**config.mk**
```make
export PLATFORM = sky130hd
export DESIGN_NAME = isdu
export DESIGN_NICKNAME = d
export VERILOG_FILES = /design/src/rtl/isdu_pkg.sv /design/src/rtl/isdu_mem_wait_timer.sv /design/src/rtl/isdu.sv
export SDC_FILE = /design/constraint.sdc
export NUM_CORES = 1
export LEC_CHECK = 0
export ABC_AREA = 1
export BUFFER_PORTS_ARGS = -buffer_cell sky130_fd_sc_hd__buf_4
export CAP_MARGIN = 0
export CORE_MARGIN = 5
export CORE_UTILIZATION = 36
export CTS_CLUSTER_SIZE = 16
export DETAILED_ROUTE_END_ITERATION = 10
export HOLD_SLACK_MARGIN = 0.08
export PLACE_DENSITY = 0.65
export SETUP_SLACK_MARGIN = 0.15
export SYNTH_ARGS = -nofsm -noshare
export SYNTH_HDL_FRONTEND = slang
export SYNTH_SLANG_ARGS = --single-unit
```
**constraint.sdc**
```tcl
create_clock -name clk -period 1.9 [get_ports clk]
set_clock_uncertainty 0.05 [all_clocks]
set_input_delay 0.38 -clock clk [delete_from_list [all_inputs] [get_ports clk]]
set_output_delay 0.38 -clock clk [all_outputs]
set_load 0.005 [all_outputs]
```
**src/rtl/isdu_pkg.sv**
```systemverilog
// Shared types and encodings for the LC-3 instruction sequence/decode unit.
// The mux encodings are also used by the datapath mux decoders.
package isdu_pkg;

  typedef enum logic [4:0] {
    S_HALTED,
    S_FETCH1,
    S_FETCH2,
    S_FETCH3,
    S_DECODE,
    S_ADD,
    S_AND,
    S_NOT,
    S_BR_TAKEN,
    S_JMP,
    S_JSR1,
    S_JSR2,
    S_LDR1,
    S_LDR2,
    S_LDR3,
    S_STR1,
    S_STR2,
    S_STR3,
    S_PAUSE1,
    S_PAUSE2
  } state_t;

  localparam logic [3:0] OP_BR    = 4'b0000;
  localparam logic [3:0] OP_ADD   = 4'b0001;
  localparam logic [3:0] OP_JSR   = 4'b0100;
  localparam logic [3:0] OP_AND   = 4'b0101;
  localparam logic [3:0] OP_LDR   = 4'b0110;
  localparam logic [3:0] OP_STR   = 4'b0111;
  localparam logic [3:0] OP_NOT   = 4'b1001;
  localparam logic [3:0] OP_JMP   = 4'b1100;
  localparam logic [3:0] OP_PAUSE = 4'b1101;

  localparam logic [1:0] PCMUX_INC   = 2'b00;
  localparam logic [1:0] PCMUX_ADDER = 2'b01;
  localparam logic [1:0] PCMUX_BUS   = 2'b10;

  localparam logic [1:0] ADDR2_ZERO   = 2'b00;
  localparam logic [1:0] ADDR2_SEXT6  = 2'b01;
  localparam logic [1:0] ADDR2_SEXT9  = 2'b10;
  localparam logic [1:0] ADDR2_SEXT11 = 2'b11;

  localparam logic [1:0] ALUK_ADD   = 2'b00;
  localparam logic [1:0] ALUK_AND   = 2'b01;
  localparam logic [1:0] ALUK_NOT   = 2'b10;
  localparam logic [1:0] ALUK_PASSA = 2'b11;

  typedef struct packed {
    logic       ld_mar;
    logic       ld_mdr;
    logic       ld_ir;
    logic       ld_ben;
    logic       ld_cc;
    logic       ld_reg;
    logic       ld_pc;
    logic       ld_led;
    logic       gate_pc;
    logic       gate_mdr;
    logic       gate_alu;
    logic       gate_marmux;
    logic [1:0] pcmux;
    logic       addr1mux;
    logic [1:0] addr2mux;
    logic       drmux;
    logic       sr1mux;
    logic       sr2mux;
    logic [1:0] aluk;
    logic       mio_en;
    logic       mem_oe;
    logic       mem_we;
  } ctrl_t;

  // States that hold an SRAM strobe for MEM_WAIT cycles.
  function automatic logic is_mem_state(state_t s);
    return (s == S_FETCH2) || (s == S_LDR2) || (s == S_STR3);
  endfunction

endpackage

```
**src/rtl/isdu_mem_wait_timer.sv**
```systemverilog
// Down-counter that times one SRAM access: loaded with MEM_WAIT on entry to a
// memory state, done while the count reads 1.
module isdu_mem_wait_timer #(
  parameter int MEM_WAIT = 2
) (
  input  logic clk,
  input  logic reset,
  input  logic load,
  input  logic dec,
  output logic done
);

  localparam int CW = $clog2(MEM_WAIT + 1);

  logic [CW-1:0] count;

  always_ff @(posedge clk) begin
    if (reset) begin
      count <= '0;
    end else if (load) begin
      count <= CW'(MEM_WAIT);
    end else if (dec && (count != '0)) begin
      count <= count - CW'(1);
    end
  end

  assign done = (count == CW'(1));

endmodule

```
**src/rtl/isdu.sv**
```systemverilog
// LC-3 instruction sequence/decode unit: Moore FSM driving the datapath loads,
// bus gates, mux selects and active-low SRAM strobes.
module isdu
  import isdu_pkg::*;
#(
  parameter int MEM_WAIT = 2
) (
  input  logic       clk,
  input  logic       Reset,
  input  logic       Run,
  input  logic       Continue,
  input  logic [3:0] Opcode,
  input  logic       IR_5,
  input  logic       IR_11,
  input  logic       BEN,
  output logic       LD_MAR,
  output logic       LD_MDR,
  output logic       LD_IR,
  output logic       LD_BEN,
  output logic       LD_CC,
  output logic       LD_REG,
  output logic       LD_PC,
  output logic       LD_LED,
  output logic       GatePC,
  output logic       GateMDR,
  output logic       GateALU,
  output logic       GateMARMUX,
  output logic [1:0] PCMUX,
  output logic       ADDR1MUX,
  output logic [1:0] ADDR2MUX,
  output logic       DRMUX,
  output logic       SR1MUX,
  output logic       SR2MUX,
  output logic [1:0] ALUK,
  output logic       MIO_EN,
  output logic       Mem_OE,
  output logic       Mem_WE,
  output logic [4:0] state_dbg
);

  state_t state;
  state_t next_state;
  ctrl_t  c;
  logic   wait_done;
  logic   wait_load;
  logic   wait_dec;

  // Reload only on entry so a held access counts down undisturbed.
  assign wait_load = is_mem_state(next_state) && (next_state != state);
  assign wait_dec  = is_mem_state(state);

  isdu_mem_wait_timer #(.MEM_WAIT(MEM_WAIT)) u_timer (
    .clk   (clk),
    .reset (Reset),
    .load  (wait_load),
    .dec   (wait_dec),
    .done  (wait_done)
  );

  always_ff @(posedge clk) begin
    if (Reset) state <= S_HALTED;
    else       state <= next_state;
  end

  always_comb begin
    next_state = state;
    case (state)
      S_HALTED:   if (Run) next_state = S_FETCH1;
      S_FETCH1:   next_state = S_FETCH2;
      S_FETCH2:   if (wait_done) next_state = S_FETCH3;
      S_FETCH3:   next_state = S_DECODE;
      S_DECODE: begin
        case (Opcode)
          OP_ADD:   next_state = S_ADD;
          OP_AND:   next_state = S_AND;
          OP_NOT:   next_state = S_NOT;
          OP_BR:    next_state = BEN ? S_BR_TAKEN : S_FETCH1;
          OP_JMP:   next_state = S_JMP;
          OP_JSR:   next_state = IR_11 ? S_JSR1 : S_FETCH1;
          OP_LDR:   next_state = S_LDR1;
          OP_STR:   next_state = S_STR1;
          OP_PAUSE: next_state = S_PAUSE1;
          default:  next_state = S_FETCH1;
        endcase
      end
      S_ADD, S_AND, S_NOT, S_BR_TAKEN, S_JMP, S_JSR2, S_LDR3:
                  next_state = S_FETCH1;
      S_JSR1:     next_state = S_JSR2;
      S_LDR1:     next_state = S_LDR2;
      S_LDR2:     if (wait_done) next_state = S_LDR3;
      S_STR1:     next_state = S_STR2;
      S_STR2:     next_state = S_STR3;
      S_STR3:     if (wait_done) next_state = S_FETCH1;
      // Continue is a level: a full high-then-low pulse releases the pause.
      S_PAUSE1:   if (Continue) next_state = S_PAUSE2;
      S_PAUSE2:   if (!Continue) next_state = S_FETCH1;
      default:    next_state = S_HALTED;
    endcase
  end

  always_comb begin
    c        = '0;
    c.mem_oe = 1'b1;
    c.mem_we = 1'b1;
    case (state)
      S_FETCH1: begin
        c.gate_pc = 1'b1;
        c.ld_mar  = 1'b1;
        c.pcmux   = PCMUX_INC;
        c.ld_pc   = 1'b1;
      end
      S_FETCH2, S_LDR2: begin
        c.mem_oe = 1'b0;
        c.mio_en = 1'b1;
        c.ld_mdr = wait_done;
      end
      S_FETCH3: begin
        c.gate_mdr = 1'b1;
        c.ld_ir    = 1'b1;
      end
      S_DECODE: c.ld_ben = 1'b1;
      S_ADD, S_AND, S_NOT: begin
        c.sr1mux   = 1'b1;
        c.aluk     = (state == S_ADD) ? ALUK_ADD :
                     (state == S_AND) ? ALUK_AND : ALUK_NOT;
        c.sr2mux   = (state != S_NOT) ? IR_5 : 1'b0;
        c.gate_alu = 1'b1;
        c.ld_reg   = 1'b1;
        c.ld_cc    = 1'b1;
      end
      S_BR_TAKEN: begin
        c.addr1mux = 1'b1;
        c.addr2mux = ADDR2_SEXT9;
        c.pcmux    = PCMUX_ADDER;
        c.ld_pc    = 1'b1;
      end
      S_JMP: begin
        c.sr1mux   = 1'b1;
        c.aluk     = ALUK_PASSA;
        c.gate_alu = 1'b1;
        c.pcmux    = PCMUX_BUS;
        c.ld_pc    = 1'b1;
      end
      S_JSR1: begin
        c.gate_pc = 1'b1;
        c.drmux   = 1'b1;
        c.ld_reg  = 1'b1;
      end
      S_JSR2: begin
        c.addr1mux = 1'b1;
        c.addr2mux = ADDR2_SEXT11;
        c.pcmux    = PCMUX_ADDER;
        c.ld_pc    = 1'b1;
      end
      S_LDR1, S_STR1: begin
        c.sr1mux      = 1'b1;
        c.addr2mux    = ADDR2_SEXT6;
        c.gate_marmux = 1'b1;
        c.ld_mar      = 1'b1;
      end
      S_LDR3: begin
        c.gate_mdr = 1'b1;
        c.ld_reg   = 1'b1;
        c.ld_cc    = 1'b1;
      end
      // Store data comes from SR (IR[11:9]) through the ALU pass-A path.
      S_STR2: begin
        c.aluk     = ALUK_PASSA;
        c.gate_alu = 1'b1;
        c.ld_mdr   = 1'b1;
      end
      S_STR3:   c.mem_we = 1'b0;
      S_PAUSE1: c.ld_led = 1'b1;
      default: ;
    endcase
  end

  assign LD_MAR     = c.ld_mar;
  assign LD_MDR     = c.ld_mdr;
  assign LD_IR      = c.ld_ir;
  assign LD_BEN     = c.ld_ben;
  assign LD_CC      = c.ld_cc;
  assign LD_REG     = c.ld_reg;
  assign LD_PC      = c.ld_pc;
  assign LD_LED     = c.ld_led;
  assign GatePC     = c.gate_pc;
  assign GateMDR    = c.gate_mdr;
  assign GateALU    = c.gate_alu;
  assign GateMARMUX = c.gate_marmux;
  assign PCMUX      = c.pcmux;
  assign ADDR1MUX   = c.addr1mux;
  assign ADDR2MUX   = c.addr2mux;
  assign DRMUX      = c.drmux;
  assign SR1MUX     = c.sr1mux;
  assign SR2MUX     = c.sr2mux;
  assign ALUK       = c.aluk;
  assign MIO_EN     = c.mio_en;
  assign Mem_OE     = c.mem_oe;
  assign Mem_WE     = c.mem_we;
  assign state_dbg  = state;

endmodule

```
==> summary.md <==
| Metric | Value |
|---|---|
| Largest net degree at the start of global routing | 8 |
| GRT Util Overall | between 10% and 20% |
| Die Y | slightly below 60 um |
| LEAKAGE | around 0.91 nW |
| Ys async rst share | 0% |
| F_max | 550 MHz |
| Final Net Count | approximately 240 |
| First-pass GRT wire length | between 5 and 6 mm |
| Final Hold Fails | 0 |
| Grt ovf | 0 |
| HPWL Detailed | 2.50 mm |
| Bufs on Longest Clock Path | 2 |
| Routed len/inst | around 15 um |
| Synth Warn # | 0 |
| Reg clk slew, reported paths | ~50 ps |
| Syn Area/Cell | 5.51 um^2 |
| Tcrit/Tclk final | 95.7% |
| Placed Instances | 230 |
| Power per Cell Area | ~340 nW/um^2 |
| Synthesized area | roughly 900 um^2 |
| Slew Viols, Final | 0 |
| Synth-to-Final Area Change | 81.8% |
| Via density | about 5.2 |
| Clock root buffer master | clkbuf_4 |
| DIE WIDTH | 59.5 um |
| # DRC | 0 |
| Die area | 3540 um^2 |
| Outcome | complete, no violations |
| FP Rows | 18 |
| Number of diodes | 0 |
| RSZ-0062 raised after global routing | true |
| Max rail drop VDD | slightly above 0.0005 V |
| Cell count after synthesis | 160 |
| CTS Hold Bufs | 0 |
| TritonCTS clock tree | built |
| Prevailing post-synth register cell | dfxtp_1 |
| Clock latency on the worst-skew pair | approximately 250 ps |
| Vias in the first global route | between 1000 and 1500 |
| Yosys cell types | 25 |
| Setup violators final | 0 |
| PnR worst setup slack | a little over 80 ps |
| CTS Buf Count | 3 |
| WP data arrival | around 1900 ps |
| Fraction of layout cells with a size suffix above 1 | ~54% |
| Req. time, crit path | 1990 ps |
| Crit start category | register |
| RD Place Congestion | between 0.8 and 0.9 |
| WS Path Type | reg2reg |
| Design Power | ~550 uW |
| FF+latch count, synth | 7 |
| PortBufs | 40 |
| Setup tns final | 0 ps |
| Post-synth net total | approximately 170 |
| Worst hold path type | in2reg |
| EDFF count, synth | 0 |
| Final cell count without fillers | approximately 250 |
| Least-Margin Pin Slew | ~410 ps |
| Initial Utilization | a little over a third |
| Max-cap violations | 0 |
| Final Util | between 60% and 70% |
| Pre-CTS setup slack | -21.2 ps |
| Antenna violations before repair | 0 |
| Crit-path max FO | 4 |
| Minimum clock period | 1820 ps |
| Max transition margin | between 70% and 80% |
| Core Area | 2410 um^2 |
| Clock sinks | 7 |
| I/O pins | 41 |
| CP endpoint kind | register |
| DR vias | between 1000 and 1500 |
| Drt first-iter violations | 51 |
| H-tree levels | 1 |
| Most common cell after layout, fill and taps aside | buf_4 |
| Drt pass-1 iters | 4 |
| Commonest non-fill, non-tap cells in the layout | buf_4, nand2_1, nand3_1, inv_1, nor2_4 |
| Detail Route Antenna Nets | 0 |
| Seq/Total Area, Yosys | around 16% |
| Routed WL | around 3.9 mm |
sequential cells by signal, summed over array words and instances, names as in the netlist:
name	cells
state_dbg	5
u_timer.count	2
metal layers:
| layer | up-vias | share of wire, % | GRT usage [%] |
|---|---|---|---|
| li1 | 647 | - | - |
| met1 | 619 | 41 | 23.8 |
| met2 | 54 | 50 | 34.2 |
| met3 | 6 | 7.3 | 5.23 |
| met4 | 0 | 1.4 | 5.06 |
| met5 | - | 0 | 0 |
cells in the mapped netlist, drive strengths merged (2+ instances only):
cell type | number | area [um^2]
o21ai | 6 | 30.0
nor3 | 3 | 20.0
nand4 | 8 | 50.1
dfxtp | 7 | 140
nor2 | 24 | 118
ha | 2 | 25.0
nand2 | 50 | 205
a21oi | 8 | 43.8
inv | 27 | 101
nand3 | 17 | 90.1
nand3b | 2 | 15.0
worst max-delay path: stages, from the launching register on:
cell and delay, ps:
dfxtp_4 390, inv_4 50, nand2_4 90, nor2_4 60, buf_6 120, nand2_4 60, o21ai_1 110, nor3_4 270
nand2_1 80, nand2_1 70, nand2_1 80, nor2_2 110, nand2_2 70, nand2_1 60, nor2_1 40
path summary, 6_finish.rpt:
| kind | from | endpoint | slack, ps | depth (start not counted) |
|---|---|---|---|---|
| setup / recovery | state_dbg[4]$_SDFF_PP0_ | u_timer.count[0]$_SDFFE_PP0P_ | 80 | 14 |
| hold / removal | Reset | u_timer.count[1]$_SDFFE_PP0P_ | 280 | 2 |
| setup reg to reg | state_dbg[4]$_SDFF_PP0_ | u_timer.count[0]$_SDFFE_PP0P_ | 80 | 14 |
| hold reg to reg | u_timer.count[1]$_SDFFE_PP0P_ | u_timer.count[1]$_SDFFE_PP0P_ | 520 | 2 |
where the power goes:
group / total [mW] / switching, mW / internal [mW] / leakage [nW]
logic: 0.247 / 0.142 / 0.105 / 0.837
registers: 0.172 / 0.0186 / 0.153 / 0.0608
clock network: 0.133 / 0.0531 / 0.0800 / 0.0150
area by class of cell:
class	count	area, um^2
Clock buffer	4	26.3
Fill cell	206	806
Inverter	27	114
Multi-Input combinational cell	125	798
Sequential cell	7	159
Tap cell	30	37.5
Timing Repair Buffer	60	469
timing repair:
| action | 4_1_cts | 5_1_grt |
|---|---|---|
| pin swaps | 6 | 8 |
| endpoints found under the setup margin | 26 | 24 |
| resized for setup | 38 | 31 |
| setup buffers | 13 | 6 |
stage by stage:
stage               hold slack [ps]  instance area (um^2)
floorplan                       392                   882
global placement                501                  1220
detailed placement              510                  1220
CTS                             271                  1460
global route                    276                  1600
finish                          282                  1600
kinds of logic after synthesis:
group	count (synthesis)	synth area share, %
buffers and inverters	28	12.3
flip-flops	7	15.9
AND/OR/NAND/NOR	104	56.5
adder cells (fa/ha/maj)	2	2.84
XOR/XNOR	1	0.993
AO/OA/AOI/OAI	18	11.5
Power figures use the tool's default switching activity.
